<file path="src/rtl/prog_loader_pkg.sv">
// Shared constants and the state encoding for the serial program loader.
package prog_loader_pkg;

  localparam int INSTR_W    = 13;    // bits per instruction word
  localparam int MAX_INSTR  = 1000;  // instruction-memory depth of the target processor
  localparam int CNT_W      = 10;    // width of the word counters
  localparam int FIFO_DEPTH = 4;     // word buffer depth, power of 2
  localparam int RST_CYCLES = 2;     // proc_reset cycles before streaming
  localparam int BIT_W      = $clog2(INSTR_W);
  localparam int RC_W       = (RST_CYCLES > 1) ? $clog2(RST_CYCLES) : 1;

  typedef enum logic [2:0] {
    S_IDLE,
    S_PRES,
    S_PRIME,
    S_SHIFT,
    S_DONE,
    S_ERROR
  } state_t;

endpackage

</file>
<file path="src/rtl/prog_loader_fifo.sv">
// Small synchronous FIFO with first-word-fall-through output.
// A push on a full FIFO is taken only when a pop happens in the same cycle.
module prog_loader_fifo #(
  parameter int WIDTH = 13,
  parameter int DEPTH = 4
) (
  input  logic             clk,
  input  logic             reset,
  input  logic             flush,
  input  logic             push,
  input  logic [WIDTH-1:0] din,
  input  logic             pop,
  output logic             full,
  output logic             empty,
  output logic [WIDTH-1:0] dout
);

  localparam int AW = $clog2(DEPTH);
  localparam logic [AW:0] DEPTH_C = (AW + 1)'(DEPTH);

  logic [WIDTH-1:0] mem [DEPTH];
  logic [AW-1:0]    wr_ptr_reg;
  logic [AW-1:0]    rd_ptr_reg;
  logic [AW:0]      count_reg;
  logic             do_push;
  logic             do_pop;

  assign full    = (count_reg == DEPTH_C);
  assign empty   = (count_reg == '0);
  assign dout    = mem[rd_ptr_reg];
  assign do_pop  = pop && !empty;
  assign do_push = push && (!full || do_pop);

  // Storage write; contents need no reset since count gates visibility.
  always_ff @(posedge clk) begin
    if (do_push) mem[wr_ptr_reg] <= din;
  end

  // Pointer and occupancy bookkeeping; flush empties the buffer in one cycle.
  always_ff @(posedge clk) begin
    if (reset || flush) begin
      wr_ptr_reg <= '0;
      rd_ptr_reg <= '0;
      count_reg  <= '0;
    end else begin
      if (do_push) wr_ptr_reg <= wr_ptr_reg + 1'b1;
      if (do_pop)  rd_ptr_reg <= rd_ptr_reg + 1'b1;
      case ({do_push, do_pop})
        2'b10:   count_reg <= count_reg + 1'b1;
        2'b01:   count_reg <= count_reg - 1'b1;
        default: count_reg <= count_reg;
      endcase
    end
  end

endmodule

</file>
<file path="src/rtl/prog_loader.sv">
// Serial program loader: buffers instruction words, pulses the processor
// reset, then streams each word LSB-first one bit per clock with load_en high.
module prog_loader
  import prog_loader_pkg::*;
(
  input  logic               clk,
  input  logic               reset,
  input  logic               start,
  input  logic [CNT_W-1:0]   num_instr,
  input  logic               wr_valid,
  input  logic [INSTR_W-1:0] wr_data,
  output logic               wr_ready,
  output logic               proc_reset,
  output logic               load_en,
  output logic               load_bit,
  output logic               busy,
  output logic               done,
  output logic               error
);

  state_t             state_reg;
  logic [CNT_W-1:0]   n_reg;
  logic [CNT_W-1:0]   acc_cnt_reg;
  logic [CNT_W-1:0]   sent_cnt_reg;
  logic [BIT_W-1:0]   bit_cnt_reg;
  logic [RC_W-1:0]    rst_cnt_reg;
  logic [INSTR_W-1:0] shift_reg;
  logic               proc_reset_reg, load_en_reg, load_bit_reg;
  logic               busy_reg, done_reg, error_reg;

  logic               fifo_full, fifo_empty, fifo_push, fifo_pop, fifo_flush;
  logic [INSTR_W-1:0] fifo_dout;
  logic               accepting, last_bit, more_words, prime_go;
  logic [CNT_W-1:0]   sent_inc;

  // Words are accepted only during a load and never beyond the latched count.
  assign accepting  = (state_reg == S_PRES) || (state_reg == S_PRIME) || (state_reg == S_SHIFT);
  assign wr_ready   = !fifo_full && accepting && (acc_cnt_reg < n_reg);
  assign fifo_push  = wr_valid && wr_ready;
  assign fifo_flush = (state_reg == S_ERROR);

  assign last_bit   = (bit_cnt_reg == BIT_W'(INSTR_W - 1));
  assign sent_inc   = sent_cnt_reg + 1'b1;
  assign more_words = (sent_inc < n_reg);
  // Priming until full (or all words in) keeps short loads from underrunning.
  assign prime_go   = fifo_full || (acc_cnt_reg == n_reg);
  assign fifo_pop   = ((state_reg == S_PRIME) && prime_go) ||
                      ((state_reg == S_SHIFT) && last_bit && more_words && !fifo_empty);

  prog_loader_fifo #(
    .WIDTH (INSTR_W),
    .DEPTH (FIFO_DEPTH)
  ) u_fifo (
    .clk   (clk),
    .reset (reset),
    .flush (fifo_flush),
    .push  (fifo_push),
    .din   (wr_data),
    .pop   (fifo_pop),
    .full  (fifo_full),
    .empty (fifo_empty),
    .dout  (fifo_dout)
  );

  // Load sequencer: state, counters and registered outputs move together.
  always_ff @(posedge clk) begin
    if (reset) begin
      state_reg      <= S_IDLE;
      n_reg          <= '0;
      acc_cnt_reg    <= '0;
      sent_cnt_reg   <= '0;
      bit_cnt_reg    <= '0;
      rst_cnt_reg    <= '0;
      shift_reg      <= '0;
      proc_reset_reg <= 1'b0;
      load_en_reg    <= 1'b0;
      load_bit_reg   <= 1'b0;
      busy_reg       <= 1'b0;
      done_reg       <= 1'b0;
      error_reg      <= 1'b0;
    end else begin
      done_reg <= 1'b0;
      if (fifo_push) acc_cnt_reg <= acc_cnt_reg + 1'b1;
      case (state_reg)
        S_IDLE, S_ERROR: begin
          if (start) begin
            n_reg        <= num_instr;
            acc_cnt_reg  <= '0;
            sent_cnt_reg <= '0;
            bit_cnt_reg  <= '0;
            rst_cnt_reg  <= '0;
            proc_reset_reg <= 1'b1;
            if (num_instr > CNT_W'(MAX_INSTR)) begin
              state_reg <= S_ERROR;
              error_reg <= 1'b1;
              busy_reg  <= 1'b0;
            end else begin
              state_reg <= S_PRES;
              error_reg <= 1'b0;
              busy_reg  <= 1'b1;
            end
          end
        end
        S_PRES: begin
          if (rst_cnt_reg == RC_W'(RST_CYCLES - 1)) begin
            proc_reset_reg <= 1'b0;
            if (n_reg == '0) begin
              state_reg <= S_DONE;
              done_reg  <= 1'b1;
            end else begin
              state_reg <= S_PRIME;
            end
          end else begin
            rst_cnt_reg <= rst_cnt_reg + 1'b1;
          end
        end
        S_PRIME: begin
          if (prime_go) begin
            state_reg    <= S_SHIFT;
            load_en_reg  <= 1'b1;
            load_bit_reg <= fifo_dout[0];
            shift_reg    <= fifo_dout >> 1;
            bit_cnt_reg  <= '0;
          end
        end
        S_SHIFT: begin
          if (last_bit) begin
            sent_cnt_reg <= sent_inc;
            if (!more_words) begin
              state_reg    <= S_DONE;
              load_en_reg  <= 1'b0;
              load_bit_reg <= 1'b0;
              done_reg     <= 1'b1;
            end else if (fifo_empty) begin
              state_reg      <= S_ERROR;
              load_en_reg    <= 1'b0;
              load_bit_reg   <= 1'b0;
              proc_reset_reg <= 1'b1;
              busy_reg       <= 1'b0;
              error_reg      <= 1'b1;
            end else begin
              load_bit_reg <= fifo_dout[0];
              shift_reg    <= fifo_dout >> 1;
              bit_cnt_reg  <= '0;
            end
          end else begin
            bit_cnt_reg  <= bit_cnt_reg + 1'b1;
            load_bit_reg <= shift_reg[0];
            shift_reg    <= shift_reg >> 1;
          end
        end
        S_DONE: begin
          state_reg <= S_IDLE;
          busy_reg  <= 1'b0;
        end
        default: state_reg <= S_IDLE;
      endcase
    end
  end

  assign proc_reset = proc_reset_reg;
  assign load_en    = load_en_reg;
  assign load_bit   = load_bit_reg;
  assign busy       = busy_reg;
  assign done       = done_reg;
  assign error      = error_reg;

endmodule
</file>
<file path="config.mk">
export PLATFORM = sky130hd
export DESIGN_NAME = prog_loader
export DESIGN_NICKNAME = d
export VERILOG_FILES = /design/src/rtl/prog_loader_pkg.sv /design/src/rtl/prog_loader_fifo.sv /design/src/rtl/prog_loader.sv
export SDC_FILE = /design/constraint.sdc
export NUM_CORES = 1
export LEC_CHECK = 0
export ABC_AREA = 1
export CAP_MARGIN = 30
export CORE_MARGIN = 2
export CORE_UTILIZATION = 60
export DETAILED_ROUTE_END_ITERATION = 12
export PLACE_DENSITY = 0.79
export SLEW_MARGIN = 20
export SYNTH_ARGS = -nofsm -noshare
export SYNTH_HDL_FRONTEND = slang
export SYNTH_SLANG_ARGS = --single-unit
export TNS_END_PERCENT = 20
</file>
<file path="constraint.sdc">
create_clock -name clk -period 3.9 [get_ports clk]
set_clock_uncertainty 0.15 [all_clocks]
set_input_delay 0.39 -clock clk [delete_from_list [all_inputs] [get_ports clk]]
set_output_delay 0.39 -clock clk [all_outputs]
set_load 0.01 [all_outputs]
</file>
Word-level counts from Yosys, hierarchy flattened. Memory sizes are Yosys's and may differ from the RTL's. A register that Yosys moved wholly into a read port is not among the register bits. Cells that the tools add are included.

Memories: 1. Output and inout port bits: 7. RAM bits: 52. Word-level logic and storage cells: 149. Bits in registers: 64. Bits of input ports: 27.

Memories: u_fifo.mem (words 4, width 13, rd ports 1, clocked after Yosys merged registers in 1, write ports 1, RTL line prog_loader_fifo.sv:21) `logic [WIDTH-1:0] mem [DEPTH];`.

Equality and inequality tests: 19. Mux-type cells: 63. Add/sub/neg operators: 8. Reductions and logical operators: 39. $lt $le $gt $ge: 3.

Operators by type and width (number): 13-bit 2-to-1 mux (4); 10-bit 2-to-1 mux (5); 1-bit 2-to-1 mux (27); 13-bit one-hot mux with 2 select lines (1); 3-bit 2-to-1 mux (8); 10-bit by 1-bit adder with 10-bit output, second input constant (2); 10-bit less-than comparator (2); 4-bit 2-to-1 mux (5); 10-bit one-hot mux with 2 select lines (1); 5-bit AND reduction (4); 3-bit one-hot mux with 4 select lines (1); 4-bit one-hot mux with 3 select lines (1); 10-bit == test (1); 10-bit greater-than comparator, second input constant (1); 10-bit zero test (1); 2-bit inequality test, second input constant (5); 1-bit one-hot mux with 2 select lines (5); 3-bit == test, second input constant (3); 1-bit logical AND (9); 3-bit nonzero test (3); 4-bit AND reduction (2); 2-bit nonzero test (4); 3-bit by 2-bit == test with 1-bit output, second input constant (2); 3-bit zero test (2); other kinds (21) (33).

Longest topological paths before layout.
Depth in word-level cells: 10. Gate-level depth with buffers: 23. Mapped depth without buffers: 23.

Cells and area by module. Synthesis repeated with hierarchy kept, for this count alone.

Cell total of the unflattened synthesis: 727. Area, all modules: 6034.5 µm².

Modules (own cells, without submodules): prog_loader (area each 3565.9 µm², instances 1, sequential area each 1121.1 µm², cells an instance 525); prog_loader_fifo (area each 2468.6 µm², instances 1, sequential area each 1741.7 µm², cells an instance 202).

Worst setup path after synthesis. No wires, ideal clock.

Path type: register to register. Start: reg sent_cnt_reg[0]. End: reg u_fifo.count_reg[2]. Required time: 3692 ps. Period minus slack after synthesis: 3399 ps. Slack: 501 ps. Stages on the path, launching flop included: 23. Buffers on the path: 0. Arrival time: 3192 ps. Library setup time: 58 ps. Path through: dfxtp_1 -> ha_1 -> nand2_1 -> inv_1 -> nand4_1 -> nor3_1 -> xor2_1 -> inv_1 -> ha_1 -> nand2_1 -> inv_1 -> a21oi_1 -> nand3_1 -> o21ai_1 -> nand2_1 -> inv_1 -> ha_1 -> inv_1 -> fa_1 -> a21oi_1 -> o21ai_0 -> a21oi_1 -> o21a_1.

Longest elaborated chain between the ends: 10. Elaborated cells between the ends (all ways): 12. Classes of those cells: add/sub (1); order compare (1); eq/ne (2); mux (1); reduce/logical (7).

Ends and longest elaborated chain: start: declaration (RTL line prog_loader.sv:24) `logic [CNT_W-1:0] sent_cnt_reg;`; start signal: assignment (RTL line prog_loader.sv:128) `sent_cnt_reg <= sent_inc;`; 10-bit by 1-bit adder with 10-bit output * (RTL line prog_loader.sv:43) `assign sent_inc = sent_cnt_reg + 1'b1;`; 10-bit less-than comparator * (RTL line prog_loader.sv:44) `assign more_words = (sent_inc < n_reg);`; 1-bit logical AND * (2 in a row) (RTL line prog_loader.sv:48) `((state_reg == S_SHIFT) && last_bit && more_words && !fifo_empty);`; 1-bit logical OR * (RTL line prog_loader.sv:47) `assign fifo_pop = ((state_reg == S_PRIME) && prime_go) ||`; 1-bit logical AND * (RTL line prog_loader_fifo.sv:31) `assign do_pop = pop && !empty;`; via u_fifo.do_pop (RTL line prog_loader_fifo.sv:26) `logic do_pop;`; 1-bit logical OR (RTL line prog_loader_fifo.sv:32) `assign do_push = push && (!full || do_pop);`; 1-bit logical AND (RTL line prog_loader_fifo.sv:32); 2-bit by 1-bit == test with 1-bit output / 2-bit == test (equally long branches) (RTL line prog_loader_fifo.sv:48) `case ({do_push, do_pop})`; 3-bit one-hot mux with 2 select lines / 2-bit nonzero test (equally long branches); end signal: assignment (RTL line prog_loader_fifo.sv:49) `2'b10: count_reg <= count_reg + 1'b1;`; end signal: assignment (RTL line prog_loader_fifo.sv:50) `2'b01: count_reg <= count_reg - 1'b1;`; end signal: assignment (RTL line prog_loader_fifo.sv:51) `default: count_reg <= count_reg;`; end: declaration (RTL line prog_loader_fifo.sv:24) `logic [AW:0] count_reg;`.

Mark *: on every way through the listed nets, which the timed path passes. The rest lies on a longest branch. A chain may end at the register's enable or synchronous reset.

Worst setup path after layout. Ends and elaborated chain as after synthesis.

==> impl_metrics.ini <==
[timing]
worstMarginPinSlew_ps = 775.5
period_needed_ps = 3744
maxSlewViolCount = 0
relSlewSlack_pct = 48.24
fmax_ghz = 0.2671
worst_hold_slack_ps = 285.9
final_hold_viol_count = 0
setup_violations = 0
fin_crit_sh_pct = 96.00
setup_ws_ps = 156.1

[cts]
cts_buffers = 17
cts_buffer_depth = 2
h-tree-depth = 4
path_clk_slew_ps = 60
numClockSinks = 117
cts_root_buf = clkbuf_8
cts_tree = yes
insertion_delay_ps = 520

[drt]
drc_errors = 0
ant_nets = 0
via_per_inst = 5.393
vias = 4805
dr.pass1.iters = 5
drt-total-wl_um = 12780
drtIter0Drc = 302
avgRoutedWirePerCell_um = 14.34

[finish]
largest_register_ff_count = 52
diodes = 0
drive_gt1_share_pct = 8.924
final_cell_mix = 183 x nand2_1, 81 x nor2_1, 77 x inv_1, 63 x dfxtp_1, 56 x a21oi_1
stdcell_count = 891
final_common_cell = nand2_1
n_fill_cell = 653
finish.utilization_pct = 74.42
area_delta_synth_final_pct = 19.31
multi_input_area_um2 = 2541
seq_area_um2 = 2868
nNetsFinal = 805

[global_route]
grt_pass1_vias = 4532
use_met3_pct = 5.814
antenna_found_initial = 0
grt_use_met1_pct = 34.46
grtUsageTotal_pct = 25.87
grt_pass1_wl_um = 20850
grt_util_met2_pct = 41.23
grt_max_degree = 28
busiest_layer = met2
gr-total-overflow = 0

[worst_setup_path]
worst_ep_required_time_ps = 4210
path_class = flip-flop to flip-flop
worst_setup_path_start_kind = flip-flop
end_kind = flip-flop
rr_worst_depth = 22
critPathMaxFanout = 6
cp.arrival_ps = 4060

[flow_run]
maxCapViolCount = 0

[die]
die_area_um2 = 10500
io_pins = 34
rows = 35
core_area_um2 = 9328
die_width_um = 102.5
start_util_pct = 62.37
die_h_um = 102.5

[outcome]
status = complete, no violations

[place]
port_buffers = 33
dp.cells = 858
dp.final_hpwl_um = 8350
place_ws_ps = 217.1
place.gp.congestion = 0.8408

[logic_synthesis]
synth-edff-count = 52
synth.avg_cell_area_um2 = 8.229
ys_seq_elements = 117
yosys_most_used_dff = dfxtp_1
syn_area_um2 = 5818
synth_cell_type_count = 41
yosysWarnings = 0
yosysSeqAreaShare_pct = 49.20
post_synth_inst_count = 707
synthArstFlopShare_pct = 0
syn-num-nets = 763

[power]
p_int_mw = 3.139
p_total_mw = 4.820
power_frac_seq_pct = 33.6
swShare_pct = 34.88
power.switching_mw = 1.681
pwr-share-comb_pct = 31.2
p_leak_nw = 2.903
vdd_ir_drop_max_uv = 516.0
p_clk_share_pct = 35.2
power_density_nw_per_um2 = 694.3

[hold_path]
min_path_type = input pin to flip-flop
whs_path_depth = 3
## synthesized netlist by cell type, types with 2 or more instances
| library cell | instances | share of area [%] |
|---|---|---|
| inv_2 | 7 | 0.45 |
| nand4_1 | 7 | 0.75 |
| o21bai_1 | 2 | 0.26 |
| o22ai_1 | 4 | 0.43 |
| ha_1 | 28 | 6.0 |
| clkbuf_1 | 8 | 0.52 |
| nand3_1 | 27 | 2.3 |
| nor2_1 | 81 | 5.2 |
| o21ai_1 | 10 | 0.86 |
| edfxtp_1 | 52 | 27 |
| nand2_2 | 4 | 0.43 |
| o211ai_1 | 2 | 0.26 |
| o21ai_0 | 36 | 3.1 |
| nor2_8 | 2 | 0.69 |
| buf_2 | 5 | 0.43 |
| nand2_1 | 184 | 12 |
| nor3_1 | 5 | 0.43 |
| dfxtp_1 | 65 | 22 |
| xor2_1 | 11 | 1.7 |
| a21oi_1 | 56 | 4.8 |
| inv_1 | 77 | 5.0 |
| nor2_2 | 3 | 0.32 |
| a32o_1 | 11 | 1.9 |
| buf_6 | 3 | 0.58 |
## per-layer routing
layer	wire [um]	part of all wire (%)	vias to the layer above
li1	-	-	2411
met1	5836	46	2246
met2	6107	48	129
met3	666	5.2	19
met4	170	1.3	0
met5	0	0	-
## area by class of cell
cell class	instances	share of cell area [%]
well taps	129	2.325
clock inverters	14	3.208
flip-flops and latches	117	41.31
inverters	87	4.758
repair buffers	41	5.624
multi-input cells	485	36.61
clock buffers	18	6.164
## per-stage QoR
stage                     setup TNS (ps)  cell area (um^2)
final                                  0              6942
after global routing              -128.4              6942
after CTS                              0              6913
after detailed placement               0              6262
after global placement                 0              6262
after floorplan                        0              5818
## cells by family (layout without fill, tap and decap cells)
| group | Yosys count | after routing | synth area share (%) |
|---|---|---|---|
| compound gates | 124 | 124 | 12.15 |
| xor+xnor | 12 | 12 | 1.806 |
| fa+ha+maj | 29 | 29 | 6.366 |
| buf+inv | 105 | 160 | 7.398 |
| flops | 117 | 117 | 49.20 |
| simple gates | 320 | 320 | 23.08 |
## worst max-delay path: stages, from the launching register on
cell	delay (ps)
dfxtp_4	380
ha_1	170
nand2_1	60
inv_1	90
nand4_1	190
nor3_2	260
xor2_1	190
inv_1	80
ha_1	270
nand2_1	80
inv_1	40
a21oi_1	130
nand3_1	150
o21ai_2	200
nand2_2	80
inv_1	80
ha_1	140
inv_1	70
fa_1	380
a21oi_1	150
o21ai_1	90
a21oi_1	140
o21a_1	130
## worst paths after layout
path	end	startpoint	slack, ps
worst max register to register	u_fifo.count_reg[2]$_SDFFE_PP0P_	sent_cnt_reg[0]$_SDFFE_PP0P_	160
worst max-delay path	u_fifo.count_reg[2]$_SDFFE_PP0P_	sent_cnt_reg[0]$_SDFFE_PP0P_	160
worst min-delay path	n_reg[0]$_SDFFE_PP0P_	num_instr[0]	290
worst min register to register	error$_SDFFE_PP0P_	error$_SDFFE_PP0P_	330
## power groups by stage
stage	Sequential [mW]	Combinational [mW]	Clock (mW)
global route	1.64	1.71	1.76
global placement	1.63	1.41	0
CTS	1.62	1.49	1.71
floorplan	1.62	1.12	0
detailed placement	1.64	1.46	0
finish	1.62	1.50	1.69
## what timing repair did
action | CTS | global route
resized for setup | 0 | 8
setup endpoints to repair | 0 | 2
buffers inserted | 0 | 1
hold buffers | 0 | 0
Power figures use the tool's default switching activity.
==> patch: new RTL, config.mk and constraints unchanged <==
The 6 states of `state_t` get a one-hot encoding in 6 bits.
--- a/src/rtl/prog_loader_pkg.sv
+++ b/src/rtl/prog_loader_pkg.sv
@@ -11,9 +11,9 @@
 
-  typedef enum logic [2:0] {
-    S_IDLE,
-    S_PRES,
-    S_PRIME,
-    S_SHIFT,
-    S_DONE,
-    S_ERROR
+  typedef enum logic [5:0] {
+    S_IDLE  = 6'b000001,
+    S_PRES  = 6'b000010,
+    S_PRIME = 6'b000100,
+    S_SHIFT = 6'b001000,
+    S_DONE  = 6'b010000,
+    S_ERROR = 6'b100000
   } state_t;
Check against the original RTL: no difference found for any inputs over 10 cycles, from zero or initial values and one cycle with reset high; not proved beyond that.
==> patch against the original RTL <==
Global-route usage is 0.36 points lower. Utilization shrank 2.1 points. Critical path type unchanged. Maximum frequency up 0.36%. Sequential power is 9% lower. Largest power group unchanged. First-iteration DRC count rose by 8.3%. Final area grew 0.38%. Wire length increased by 4.4%. Sequential cell count rose by 3. Power fell by 19%. Worst setup slack better by 0.013 ns. Area after synthesis is 0.84% higher. Count of clock-buffer cells in the layout down 1.
==> patch: results (changes against the original RTL) <==
seq_area_frac_synth: 0.498  # was 0.492
vias: 4925  # was 4805
grt_max_degree: 36  # was 28
status: "complete, no violations"  # unchanged
synthFlopType: "dfxtp_1"  # unchanged
largest_reg_flops: 52  # unchanged
vdd_drop_max_mv: 0.403  # was 0.516 mV
reg2reg_depth: 24  # was 22
fill_cells: 746  # was 653
drive_gt1_frac: 0.115  # was 0.0892
insertion_delay_ns: 0.53
placedCellCount: 854  # was 858
yosys_warnings: 0  # unchanged
grt_pass1_wl_um: 20500  # was 20900 µm
cpLargestDelayFamily: "simple AND/OR/NAND/NOR gates"  # was adder cells
maxSlewHeadroom: 0.491  # was 0.482
detail_route.wl_per_cell_um: 15.0  # was 14.3 µm
whs_path_depth: 2  # was 3
min_from: "error"  # was num_instr[0]
final_nets: 797  # was 805
drt_iter0_drc: 327  # was 302
clkTransAtPathRegs_ns: 0.06  # about the same
cp_max_fo: 5  # was 6
crit_path_top_delay_cell: "dfxtp_4"  # unchanged
grtUsageTotal: 0.255  # was 0.259
dr.pass1.iters: 5  # unchanged
gp_congestion: 0.878  # was 0.841
crit_path_start_kind: "flop"  # unchanged
ys_top_cells_by_area: "edfxtp_1, dfxtp_1, nand2_1, ha_1, nor2_1"  # unchanged
synth_cell_type_count: 36  # was 41
grt_pass1_vias: 4359  # was 4532
clock_path_buffers: 2  # unchanged
cp.arrival_ns: 3.99  # was 4.06 ns
dpl.hpwl_um: 8700  # was 8350 µm
synth_edf_count: 52  # unchanged
regToRegEndpoint: "u_fifo.count_reg[2]"  # unchanged
leakage_nw: 2.84  # was 2.90 nW
holdPathEnd: "error"  # was n_reg[0]
cts_root_buf: "clkbuf_8"  # unchanged
wl_um: 13300  # was 12800 µm
min_path_type: "flop to flop"  # was primary input to flop
critical-path-max-stage-delay_ns: 0.38  # about the same
cts_made_buffers: 17  # unchanged
synthTopCellsByCount: "nand2_1, nor2_1, dfxtp_1"  # was nand2_1, nor2_1, inv_1
synth_nets: 759  # was 763
synthCells: 703  # was 707
patch: cells by family after synthesis:
group	count (synthesis)	synth area share
AOI/OAI and AO/OA	124	0.114
xor gates and xnor gates	16	0.0239
adders and majority gates	29	0.0631
buffers and inverters	92	0.0631
DFF	120	0.498
and+or+nand+nor	322	0.238
patch: through the flow:
stage | util | hold WS [ns] | setup WS [ns] | area, µm²
2_1_floorplan | - | 0.294 | 0.477 | 5870
3_5_place_dp | 0.654 | 0.287 | 0.0754 | 6310
4_1_cts | 0.714 | 0.296 | 0.0489 | 6880
6_report | 0.723 | 0.294 | 0.170 | 6970
3_3_place_gp | 0.654 | 0.287 | 0.263 | 6310
5_1_grt | 0.723 | 0.311 | -0.153 | 6970
patch: per-layer routing:
layer	part of all wire	GRT usage	vias to the layer above
li1	-	-	2415
met1	0.43	0.337	2302
met2	0.48	0.408	179
met3	0.063	0.0597	29
met4	0.021	0.102	0
met5	0	0	-
patch: where the power goes:
| part | total, mW | internal, mW | switching [mW] |
|---|---|---|---|
| clock network | 1.53 | 0.923 | 0.609 |
| logic | 0.911 | 0.301 | 0.609 |
| registers | 1.47 | 1.41 | 0.0605 |
| total | 3.91 | 2.63 | 1.28 |
patch: area by class of cell:
cell class	count	area, µm²	share of cell area
Tap cell	133	166	0.0239
Timing Repair Buffer	40	383	0.0549
Inverter	71	268	0.0384
Clock buffer	17	414	0.0594
Sequential cell	120	2940	0.421
Clock inverter	15	164	0.0235
Multi-Input combinational cell	491	2640	0.379
patch: what timing repair did:
item / CTS / global route
setup buffers: 0 / 1
gates resized for setup: 0 / 25
setup endpoints to repair: 0 / 2
endpoints found under the hold margin: 0 / 0
